===== src/rtl/mem_access_if.sv =====
// Wishbone B4 classic data bus between the bexkat1 memory stage (master)
// and data memory (slave).
interface mem_access_if #(
  parameter int AW = 32
);
  logic          cyc;
  logic          stb;
  logic          we;
  logic [3:0]    sel;
  logic [AW-3:0] adr;
  logic [31:0]   wrDat;
  logic [31:0]   rdDat;
  logic          ack;
  logic          err;

  modport master (
    output cyc, stb, we, sel, adr, wrDat,
    input  rdDat, ack, err
  );

  modport slave (
    input  cyc, stb, we, sel, adr, wrDat,
    output rdDat, ack, err
  );
endinterface


===== src/rtl/mem_access.sv =====
// bexkat1 memory stage: one Wishbone transaction per load/store/push/pop or
// exception entry, stalling execute until the bus completes.
module mem_access #(
  parameter int TIMEOUT = 255,
  parameter int AW      = 32
) (
  input  logic        clk_i,
  input  logic        rst_i,
  input  logic [63:0] ir_i,
  input  logic [31:0] pc_i,
  input  logic [31:0] result_i,
  input  logic [31:0] reg_data1_i,
  input  logic [1:0]  reg_write_i,
  input  logic [1:0]  sp_write_i,
  input  logic [31:0] sp_data_i,
  input  logic        exc_i,
  input  logic        stall_i,
  output logic        stall_o,
  output logic [63:0] ir_o,
  output logic [31:0] pc_o,
  output logic        pc_set_o,
  output logic [31:0] result_o,
  output logic [1:0]  reg_write_o,
  output logic [1:0]  sp_write_o,
  output logic [31:0] sp_data_o,
  output logic        fault_o,
  mem_access_if.master bus
);

  // Instruction type codes shared with the rest of the bexkat1 pipeline.
  localparam logic [3:0] T_PUSH  = 4'h1;
  localparam logic [3:0] T_POP   = 4'h2;
  localparam logic [3:0] T_LOAD  = 4'ha;
  localparam logic [3:0] T_STORE = 4'hb;

  localparam logic [1:0] SZ_WORD = 2'd0;
  localparam logic [1:0] SZ_HALF = 2'd1;
  localparam logic [1:0] SZ_BYTE = 2'd2;

  localparam int CW = $clog2(TIMEOUT + 1);

  typedef enum logic [1:0] {IDLE, REQ, DONE} state_t;

  state_t        state_q, state_d;
  logic [CW-1:0] cnt_q, cnt_d;
  logic [31:0]   adr_q, adr_d;
  logic [31:0]   wdat_q, wdat_d;
  logic [31:0]   rdat_q, rdat_d;
  logic [3:0]    sel_q, sel_d;
  logic          we_q, we_d;
  logic [1:0]    size_q, size_d;
  logic          rts_q, rts_d;
  logic          fault_q, fault_d;

  logic [63:0] outIr_q, outIr_d;
  logic [31:0] outPc_q, outPc_d;
  logic        outPcSet_q, outPcSet_d;
  logic [31:0] outResult_q, outResult_d;
  logic [1:0]  outRegWrite_q, outRegWrite_d;
  logic [1:0]  outSpWrite_q, outSpWrite_d;
  logic [31:0] outSpData_q, outSpData_d;
  logic        outFault_q, outFault_d;

  logic [3:0]  opType, opCode;
  logic        isMem, isRts, reqWe, misalign;
  logic [31:0] reqAdr, reqDat, reqWdat, loadVal;
  logic [1:0]  reqSize;
  logic [3:0]  reqSel;
  logic        stallReq;

  assign opType = ir_i[31:28];
  assign opCode = ir_i[27:24];

  // Decode the request; exception entry overrides whatever the ir says.
  always_comb begin
    isMem   = 1'b0;
    isRts   = 1'b0;
    reqWe   = 1'b0;
    reqAdr  = result_i;
    reqDat  = reg_data1_i;
    reqSize = SZ_WORD;
    if (exc_i) begin
      isMem  = 1'b1;
      reqWe  = 1'b1;
      reqAdr = sp_data_i;
      reqDat = pc_i;
    end else begin
      case (opType)
        T_LOAD: begin
          isMem   = 1'b1;
          reqSize = (opCode[1:0] == 2'd3) ? SZ_WORD : opCode[1:0];
        end
        T_STORE: begin
          isMem   = 1'b1;
          reqWe   = 1'b1;
          reqSize = (opCode[1:0] == 2'd3) ? SZ_WORD : opCode[1:0];
        end
        T_PUSH: begin
          isMem  = 1'b1;
          reqWe  = 1'b1;
          reqAdr = sp_data_i;
          reqDat = (opCode == 4'h0) ? reg_data1_i : pc_i;
        end
        T_POP: begin
          isMem  = 1'b1;
          isRts  = (opCode != 4'h0);
          reqAdr = sp_data_i - 32'd4;
        end
        default: ;
      endcase
    end
  end

  // Big-endian lanes: byte offset 0 lives in bits 31:24.
  always_comb begin
    reqSel   = 4'b1111;
    reqWdat  = reqDat;
    misalign = 1'b0;
    case (reqSize)
      SZ_HALF: begin
        reqSel   = reqAdr[1] ? 4'b0011 : 4'b1100;
        reqWdat  = {2{reqDat[15:0]}};
        misalign = reqAdr[0];
      end
      SZ_BYTE: begin
        reqSel  = 4'b1000 >> reqAdr[1:0];
        reqWdat = {4{reqDat[7:0]}};
      end
      default: misalign = (reqAdr[1:0] != 2'b00);
    endcase
  end

  always_comb begin
    loadVal = rdat_q;
    case (size_q)
      SZ_HALF: loadVal = adr_q[1] ? {16'h0, rdat_q[15:0]} : {16'h0, rdat_q[31:16]};
      SZ_BYTE: begin
        case (adr_q[1:0])
          2'd0:    loadVal = {24'h0, rdat_q[31:24]};
          2'd1:    loadVal = {24'h0, rdat_q[23:16]};
          2'd2:    loadVal = {24'h0, rdat_q[15:8]};
          default: loadVal = {24'h0, rdat_q[7:0]};
        endcase
      end
      default: loadVal = rdat_q;
    endcase
  end

  always_comb begin
    state_d       = state_q;
    cnt_d         = cnt_q;
    adr_d         = adr_q;
    wdat_d        = wdat_q;
    rdat_d        = rdat_q;
    sel_d         = sel_q;
    we_d          = we_q;
    size_d        = size_q;
    rts_d         = rts_q;
    fault_d       = fault_q;
    outIr_d       = outIr_q;
    outPc_d       = outPc_q;
    outPcSet_d    = outPcSet_q;
    outResult_d   = outResult_q;
    outRegWrite_d = outRegWrite_q;
    outSpWrite_d  = outSpWrite_q;
    outSpData_d   = outSpData_q;
    outFault_d    = 1'b0;
    stallReq      = 1'b0;
    case (state_q)
      IDLE: begin
        cnt_d = '0;
        if (isMem) begin
          stallReq = 1'b1;
          if (!stall_i) begin
            adr_d   = reqAdr;
            wdat_d  = reqWdat;
            sel_d   = reqSel;
            we_d    = reqWe;
            size_d  = reqSize;
            rts_d   = isRts;
            fault_d = misalign;
            state_d = misalign ? DONE : REQ;
          end
        end else if (!stall_i) begin
          outIr_d       = ir_i;
          outPc_d       = pc_i;
          outPcSet_d    = 1'b0;
          outResult_d   = result_i;
          outRegWrite_d = reg_write_i;
          outSpWrite_d  = sp_write_i;
          outSpData_d   = sp_data_i;
        end
      end
      REQ: begin
        stallReq = 1'b1;
        cnt_d    = cnt_q + CW'(1);
        if (bus.err) begin
          fault_d = 1'b1;
          state_d = DONE;
        end else if (bus.ack) begin
          rdat_d  = bus.rdDat;
          state_d = DONE;
        end else if (cnt_q == CW'(TIMEOUT - 1)) begin
          fault_d = 1'b1;
          state_d = DONE;
        end
      end
      DONE: begin
        if (!stall_i) begin
          outIr_d      = ir_i;
          outPc_d      = pc_i;
          outPcSet_d   = 1'b0;
          outSpWrite_d = sp_write_i;
          outSpData_d  = sp_data_i;
          outFault_d   = fault_q;
          if (fault_q) begin
            outResult_d   = 32'h0;
            outRegWrite_d = 2'b00;
          end else begin
            outRegWrite_d = reg_write_i;
            outResult_d   = result_i;
            if (!we_q && rts_q) begin
              outPc_d    = loadVal;
              outPcSet_d = 1'b1;
            end else if (!we_q) begin
              outResult_d = loadVal;
            end
          end
          state_d = IDLE;
        end
      end
      default: state_d = IDLE;
    endcase
  end

  always_ff @(posedge clk_i or negedge rst_i) begin
    if (!rst_i) begin
      state_q       <= IDLE;
      cnt_q         <= '0;
      adr_q         <= 32'h0;
      wdat_q        <= 32'h0;
      rdat_q        <= 32'h0;
      sel_q         <= 4'h0;
      we_q          <= 1'b0;
      size_q        <= SZ_WORD;
      rts_q         <= 1'b0;
      fault_q       <= 1'b0;
      outIr_q       <= 64'h0;
      outPc_q       <= 32'h0;
      outPcSet_q    <= 1'b0;
      outResult_q   <= 32'h0;
      outRegWrite_q <= 2'b00;
      outSpWrite_q  <= 2'b00;
      outSpData_q   <= 32'h0;
      outFault_q    <= 1'b0;
    end else begin
      state_q       <= state_d;
      cnt_q         <= cnt_d;
      adr_q         <= adr_d;
      wdat_q        <= wdat_d;
      rdat_q        <= rdat_d;
      sel_q         <= sel_d;
      we_q          <= we_d;
      size_q        <= size_d;
      rts_q         <= rts_d;
      fault_q       <= fault_d;
      outIr_q       <= outIr_d;
      outPc_q       <= outPc_d;
      outPcSet_q    <= outPcSet_d;
      outResult_q   <= outResult_d;
      outRegWrite_q <= outRegWrite_d;
      outSpWrite_q  <= outSpWrite_d;
      outSpData_q   <= outSpData_d;
      outFault_q    <= outFault_d;
    end
  end

  // Stall is held low while in reset so every output reads zero.
  assign stall_o     = stallReq & rst_i;
  assign ir_o        = outIr_q;
  assign pc_o        = outPc_q;
  assign pc_set_o    = outPcSet_q;
  assign result_o    = outResult_q;
  assign reg_write_o = outRegWrite_q;
  assign sp_write_o  = outSpWrite_q;
  assign sp_data_o   = outSpData_q;
  assign fault_o     = outFault_q;

  assign bus.cyc   = (state_q == REQ);
  assign bus.stb   = (state_q == REQ);
  assign bus.we    = we_q;
  assign bus.sel   = sel_q;
  assign bus.adr   = adr_q[AW-1:2];
  assign bus.wrDat = wdat_q;

endmodule


===== src/flat_wrapper.sv =====
// flat-port wrapper written by rule: the top's interface ports become plain ports
module mem_access_flat 
#(
  parameter int TIMEOUT = 255,
  parameter int AW      = 32
)
  (clk_i, rst_i, ir_i, pc_i, result_i, reg_data1_i, reg_write_i, sp_write_i, sp_data_i, exc_i, stall_i, stall_o, ir_o, pc_o, pc_set_o, result_o, reg_write_o, sp_write_o, sp_data_o, fault_o, bus_cyc, bus_stb, bus_we, bus_sel, bus_adr, bus_wrDat, bus_rdDat, bus_ack, bus_err);
  mem_access_if #(.AW(AW)) bus_i ();
  input  logic clk_i;
  input  logic rst_i;
  input  logic [63:0] ir_i;
  input  logic [31:0] pc_i;
  input  logic [31:0] result_i;
  input  logic [31:0] reg_data1_i;
  input  logic [1:0] reg_write_i;
  input  logic [1:0] sp_write_i;
  input  logic [31:0] sp_data_i;
  input  logic exc_i;
  input  logic stall_i;
  output logic stall_o;
  output logic [63:0] ir_o;
  output logic [31:0] pc_o;
  output logic pc_set_o;
  output logic [31:0] result_o;
  output logic [1:0] reg_write_o;
  output logic [1:0] sp_write_o;
  output logic [31:0] sp_data_o;
  output logic fault_o;
  output wire logic [$bits(bus_i.cyc)-1:0] bus_cyc;
  output wire logic [$bits(bus_i.stb)-1:0] bus_stb;
  output wire logic [$bits(bus_i.we)-1:0] bus_we;
  output wire logic [$bits(bus_i.sel)-1:0] bus_sel;
  output wire logic [$bits(bus_i.adr)-1:0] bus_adr;
  output wire logic [$bits(bus_i.wrDat)-1:0] bus_wrDat;
  input wire logic [$bits(bus_i.rdDat)-1:0] bus_rdDat;
  input wire logic [$bits(bus_i.ack)-1:0] bus_ack;
  input wire logic [$bits(bus_i.err)-1:0] bus_err;
  assign bus_cyc = bus_i.cyc;
  assign bus_stb = bus_i.stb;
  assign bus_we = bus_i.we;
  assign bus_sel = bus_i.sel;
  assign bus_adr = bus_i.adr;
  assign bus_wrDat = bus_i.wrDat;
  assign bus_i.rdDat = bus_rdDat;
  assign bus_i.ack = bus_ack;
  assign bus_i.err = bus_err;
  mem_access #(.TIMEOUT(TIMEOUT), .AW(AW)) u_core (.clk_i(clk_i), .rst_i(rst_i), .ir_i(ir_i), .pc_i(pc_i), .result_i(result_i), .reg_data1_i(reg_data1_i), .reg_write_i(reg_write_i), .sp_write_i(sp_write_i), .sp_data_i(sp_data_i), .exc_i(exc_i), .stall_i(stall_i), .stall_o(stall_o), .ir_o(ir_o), .pc_o(pc_o), .pc_set_o(pc_set_o), .result_o(result_o), .reg_write_o(reg_write_o), .sp_write_o(sp_write_o), .sp_data_o(sp_data_o), .fault_o(fault_o), .bus(bus_i));
endmodule

===== config.mk =====
export PLATFORM = sky130hd
export DESIGN_NAME = mem_access_flat
export DESIGN_NICKNAME = d
export VERILOG_FILES = /design/src/rtl/mem_access_if.sv /design/src/rtl/mem_access.sv /design/src/flat_wrapper.sv
export SDC_FILE = /design/constraint.sdc
export NUM_CORES = 1
export LEC_CHECK = 0
export ABC_AREA = 0
export CORE_AREA = 5 5 288 149
export CTS_BUF_LIST = sky130_fd_sc_hd__clkbuf_8
export CTS_CLUSTER_SIZE = 40
export DETAILED_ROUTE_END_ITERATION = 10
export DIE_AREA = 0 0 293 154
export SLEW_MARGIN = 20
export SYNTH_ARGS = -nofsm -noshare
export SYNTH_HDL_FRONTEND = slang
export SYNTH_SLANG_ARGS = --single-unit

===== constraint.sdc =====
create_clock -name clk_i -period 3 [get_ports clk_i]
set_input_delay 0.6 -clock clk_i [delete_from_list [all_inputs] [get_ports clk_i]]
set_output_delay 0.6 -clock clk_i [all_outputs]
set_load 0.1 [all_outputs]

# Word level (Yosys, flattened, before mapping)

Index checks and enable logic that the tools add are counted.
W data, S select, Z words.

Flip-flop bits (word level): 281
Output and inout bits: 236

$add $sub $neg: 2
Equal/unequal tests: 21
Shift-type cells: 1
Muxes and demuxes: 73
Bitwise logic cells: 3
Reductions and logical operators: 18

Operators with widths:

| operator                | count |
|---|---|
| $mux W32                | 17 |
| $pmux W32 S2            | 6 |
| $mux W64                | 2 |
| $pmux W64 S2            | 1 |
| $mux W2                 | 16 |
| $sub A32 B3 Y32 const B | 1 |
| $pmux W8 S3             | 1 |
| $mux W1                 | 19 |
| $mux W16                | 1 |
| $pmux W8 S2             | 1 |
| $eq A2 B2 Y1 const B    | 5 |
| $add A8 B1 Y8 const B   | 1 |
| $eq A2 B1 Y1 const B    | 4 |
| $eq A4 B4 Y1 const B    | 2 |
| $eq A8 B8 Y1 const B    | 1 |
| $pmux W1 S2             | 4 |
| $pmux W2 S2             | 2 |
| $pmux W4 S2             | 1 |
| $reduce_and A4 Y1       | 2 |
| $ne A2 B2 Y1 const B    | 3 |
| $pmux W2 S3             | 1 |
| $reduce_and A3 Y1       | 2 |
| $reduce_bool A2 Y1      | 3 |
| $reduce_and A5 Y1       | 1 |
| other kinds (18)        | 21 |

# Logic depth before layout (Yosys ltp)

Gate-level depths: netlist (run 1).

Depth in word-level cells: 10
Gate-level depth with buffers: 10

# Worst setup path before layout (run 1)

No wires, ideal clock.

Kind: input-to-reg
Start point: input ir_i[29]
End point: register u_core.state_q[0]
Library setup time: 0.119 ns
Data arrival time: 2.924 ns
Required time: 2.881 ns
Path slack: -0.043 ns
Stages: 8
Path through: clkbuf_1 > nand3b_1 > or4b_2 > ha_1 > clkbuf_1 > clkbuf_1 > o32ai_1 > a21bo_2

Cells in the longest elaborated chain, start to end: 10
Elaborated cells on any way between the ends: 22

RTL lines:

| item                                         | RTL line           | source |
|---|---|---|
| start: declaration                           | flat_wrapper.sv:11 | `input logic [63:0] ir_i;` |
| $eq A4 B4 Y1                                 | mem_access.sv:88   | `case (opType)` |
| $reduce_or A2 Y1 (no line)                   | --                 |  |
| $mux W2                                      | --                 |  |
| $mux W2                                      | mem_access.sv:82   | `if (exc_i) begin` |
| $eq A2 B2 Y1 or $eq A2 B1 Y1 (tied branches) | mem_access.sv:119  | `case (reqSize)` |
| $pmux W1 S2                                  | mem_access.sv:119  |  |
| $mux W2                                      | mem_access.sv:182  | `state_d = misalign ? DONE : REQ;` |
| $mux W2                                      | mem_access.sv:174  | `if (!stall_i) begin` |
| $mux W2                                      | mem_access.sv:172  | `if (isMem) begin` |
| $pmux W2 S3                                  | mem_access.sv:169  | `case (state_q)` |
| end signal: assignment                       | mem_access.sv:257  | `state_q <= state_d;` |
| end: declaration                             | mem_access.sv:44   | `state_t state_q, state_d;` |

Parallel ways exist; a longest one is shown, timed or not. The select of a mux whose other input is x is not followed.
A chain may end at the register's enable or synchronous reset.

# Worst setup path after layout (run 1)

Start point: input ir_i[31]
End point: output stall_o

Cells in the longest elaborated chain, start to end: 7
Elaborated cells on any way between the ends: 10

RTL lines:

| item                                 | RTL line           | source |
|---|---|---|
| $eq A4 B2 Y1 (tied with other cells) | mem_access.sv:88   |  |
| $reduce_or A4 Y1 (no line) *         | --                 |  |
| $mux W1 *                            | mem_access.sv:88   |  |
| $mux W1 *                            | mem_access.sv:82   |  |
| $mux W1 *                            | mem_access.sv:172  |  |
| $pmux W1 S2 *                        | mem_access.sv:169  |  |
| $and A1 B1 Y1 *                      | mem_access.sv:279  | `assign stall_o = stallReq & rst_i;` |
| end: declaration                     | flat_wrapper.sv:20 | `output logic stall_o;` |

Mark *: on every way between the ends. The rest lies on a longest branch, timed or not.

==> metrics, run 1 <==
area of the multi-input gates=just over 0.006 mm^2; top post-synthesis cells by count=nand2_1, dfrtp_1, nor2_1; cell row count=52; Final WS setup=between 0.07 and 0.08 ns; worst path required time=roughly 2.4 ns; Final Max Slew Viols=0; WL/cell=22.88 um; nets=approximately 2300; worst-margin pin slew=0.7954 ns; Hold Crit Class=register to register; Mapped Area=between 0.01 and 0.015 mm^2; CTS sink count=between 200 and 300; 1st-iter DRT viols=~1400; Die Ht=approximately 150 um; FMAX=around 340 MHz; unrepaired setup endpoints after global routing=no; Setup WS pre-CTS=-0.4143 ns; reg2reg setup slack=around 0.59 ns; DRT antenna net count=0; crit end category=primary output; Mapped Cells=approximately 1500; full die area=0.04512 mm^2; H-tree depth=2; worst skew pair latency=~0.60 ns; Top-Level Pins=between 400 and 500; post-synthesis sequential element count=between 200 and 300; largest area contributor in the netlist=dfrtp_1; post-layout instance area=around 0.021 mm^2; first-pass GRT wire length=roughly 90 mm; number of setup buffers added after CTS=0; Final Hold Viols=0; max_slew headroom=a little under half; Pleak=between 0.009 and 0.01 uW; DIE WIDTH=around 290 um; CP startpoint kind=input port; clk slew on worst S/H paths=~0.060 ns; Vias/cell=about 5.2; vias post-DR=13990; outcome=complete, no violations; CTS Buf Count=45; initial antenna violation count=12; crit path capture=stall_o; Residual DRC=0; critical path peak fanout=13; Fill cells=~3800; Detailed Route WL=61.46 mm; deepest clock path buffer count=3; Ys Warns=0; start of the worst register-to-register path=u_core.size_q[1]$_DFFE_PN0P_; Mean Syn Cell Area=9.086 um^2; Distinct cells, synth=70; PD cells=approximately 1100 mW/mm^2; Register Area=around 0.007 mm^2; Post-synth EDFFs=0; Initial Utilization=between 30% and 40%; crit path kind=input port to primary output; Post-Syn Nets=roughly 1800; Overall Global Routing Usage=26.06%; top-count cell post-synth=nand2_1; Synth Flop Type=dfrtp_1; Clock Tree Root=clkbuf_8; vias in the first global route=about 14000; Critical Path Start=ir_i[31]; skew final=around 0.022 ns; FF-to-FF End=u_core.result_o[6]$_DFFE_PN0P_; final RePlAce weighted congestion=~0.94; FFs w/ async S/R, synth=100.0%; worst reg2reg path depth=7; worst path arrival time=approximately 2.3 ns; VDD IR max=about 540 uV; top cells by area, synth=dfrtp_1, nand2_1, mux2_2, o21ai_0, nor2_1; Final Setup Violations=0; drt first pass iters=6; post-synthesis sequential area ratio=between 50% and 60%; ratio of cells with drive above 1 in the final layout=roughly a quarter; Synth top area share=between 50% and 60%; gr ovfl total=0; CTS tree=built; # port buffers=469; max cap viols=0; Tcrit/Tclk final=a little over nine tenths; dpl cell area=0.01972 mm^2; pin count of the biggest net entering global routing=just over 100; minimum clock period=~2.9 ns; Core ar.=0.04001 mm^2; Post-DP HPWL=about 48 mm; P&R area growth vs syn=49.18%
repair_timing:
action / CTS / global route
resized for setup: 1 / 1
pin swaps: 0 / 1
setup endpoints to repair: 1 / 1
hold endpoints to repair: 36 / 0
hold buffers: 1 / 0
worst max-delay path: stages:
cell	delay [ns]
clkdlybuf4s50_1	0.42
buf_4	0.20
nand2b_1	0.18
buf_4	0.17
a211o_1	0.31
o211a_1	0.26
buf_12	0.17
placed cells by master, fill, tap and decap left out, types with 4 or more instances in the layout:
cell type / synthesis / routed
inv_1: 19 / 34
diode_2: 0 / 10
or3_1: 6 / 6
a21oi_1: 65 / 64
o31ai_1: 20 / 20
clkbuf_8: 0 / 59
nand2_1: 422 / 422
xnor2_1: 4 / 4
a22oi_1: 11 / 11
dfrtp_1: 281 / 281
ha_1: 7 / 7
mux2i_1: 35 / 35
nor3_1: 18 / 17
nor2b_1: 4 / 4
buf_12: 0 / 17
o22ai_1: 7 / 7
a22o_1: 35 / 35
nor4_1: 13 / 13
o21ai_0: 85 / 85
mux2_2: 42 / 42
o221ai_1: 24 / 24
a31oi_1: 27 / 27
or4_1: 6 / 6
a211oi_1: 11 / 11
nand3_1: 19 / 18
o311ai_0: 7 / 7
a21o_1: 13 / 13
and3_1: 5 / 5
a221oi_1: 21 / 21
nor2_1: 113 / 112
buf_4: 31 / 405
or4b_2: 6 / 6
clkdlybuf4s50_1: 0 / 231
a32oi_1: 7 / 7
nand2b_1: 4 / 4
worst min path at each step:
stage | from | to | slack (ns) | cells past startpoint
2_1_floorplan | rst_i | u_core.adr_q[0]$_DFFE_PN0P_ | 0.30 | 0
3_3_place_gp | u_core.reg_write_o[0]$_DFFE_PN0P_ | u_core.reg_write_o[0]$_DFFE_PN0P_ | 0.46 | 2
3_5_place_dp | u_core.ir_o[2]$_DFFE_PN0P_ | u_core.ir_o[2]$_DFFE_PN0P_ | 0.46 | 2
4_1_cts | rst_i | u_core.fault_q$_DFFE_PN0P_ | 0.45 | 2
5_1_grt | u_core.ir_o[39]$_DFFE_PN0P_ | u_core.ir_o[39]$_DFFE_PN0P_ | 0.49 | 2
6_report | u_core.sp_data_o[27]$_DFFE_PN0P_ | u_core.sp_data_o[27]$_DFFE_PN0P_ | 0.47 | 2
per-layer routing:
layer | track usage (%) | share of wire [%] | vias up
met2 | 42.41 | 49 | 516
li1 | - | - | 6531
met1 | 33.92 | 41 | 6820
met4 | 10.33 | 3.5 | 2
met5 | 0 | 0.018 | -
met3 | 5.938 | 7.1 | 116
area by class of cell:
cell class,count,share of cell area (%)
repair buffers,656,27.63
inverters,22,0.3982
diodes,10,0.1207
well taps,540,3.258
clock inverters,23,0.7542
flip-flops and latches,281,33.91
clock buffers,59,3.916
multi-input cells,1095,30.01
where the power goes:
group	total, uW	switching [uW]	internal, uW
Combinational	13300	10400	2860
Sequential	5910	886	5020
Clock	3640	1700	1940
registers in the layout, summed over array words and instances (netlist names), 2 cells and up:
name and cells:
u_core.adr_q 32, u_core.bus.sel 4, u_core.bus.wrDat 32, u_core.cnt_q 8, u_core.ir_o 64, u_core.pc_o 32
u_core.rdat_q 32, u_core.reg_write_o 2, u_core.result_o 32, u_core.size_q 2, u_core.sp_data_o 32, u_core.sp_write_o 2
u_core.state_q 2
per-stage QoR:
stage | power [uW] | cells | setup TNS [ns] | hold slack (ns) | utilization (%)
global placement | 19150 | 2593 | -13.59 | 0.4568 | 49.29
CTS | 22900 | 2676 | 0 | 0.4536 | 51.76
detailed placement | 19210 | 2593 | -12.59 | 0.4628 | 49.29
global route | 23630 | 2686 | 0 | 0.4863 | 51.83
finish | 22810 | 2686 | 0 | 0.4734 | 51.83
floorplan | 15580 | 1530 | 0 | 0.3044 | -
cells by family (layout without fill, tap and decap cells):
logic type / count (synthesis) / after routing / share of synthesized area [%]
and+or+nand+nor: 637 / 637 / 19.29
AOI/OAI and AO/OA: 367 / 367 / 17.91
DFF: 281 / 281 / 50.59
buffers and inverters: 154 / 760 / 5.122
muxes: 78 / 78 / 6.085
adders and majority gates: 7 / 7 / 0.6300
xor gates and xnor gates: 6 / 6 / 0.3780
other: 0 / 10 / 0
Power figures use the tool's default switching activity.
==> inputs of run 2 (changes only) <==
--- a/config.mk
+++ b/config.mk
@@ -6,6 +6,7 @@
 export NUM_CORES = 1
 export LEC_CHECK = 0
 export ABC_AREA = 0
+export CAP_MARGIN = 20
 export CORE_AREA = 5 5 288 149
 export CTS_BUF_LIST = sky130_fd_sc_hd__clkbuf_8
 export CTS_CLUSTER_SIZE = 40
==> results of run 2 <==
No change in the layout: final DEF, timing and power equal those of run 1.
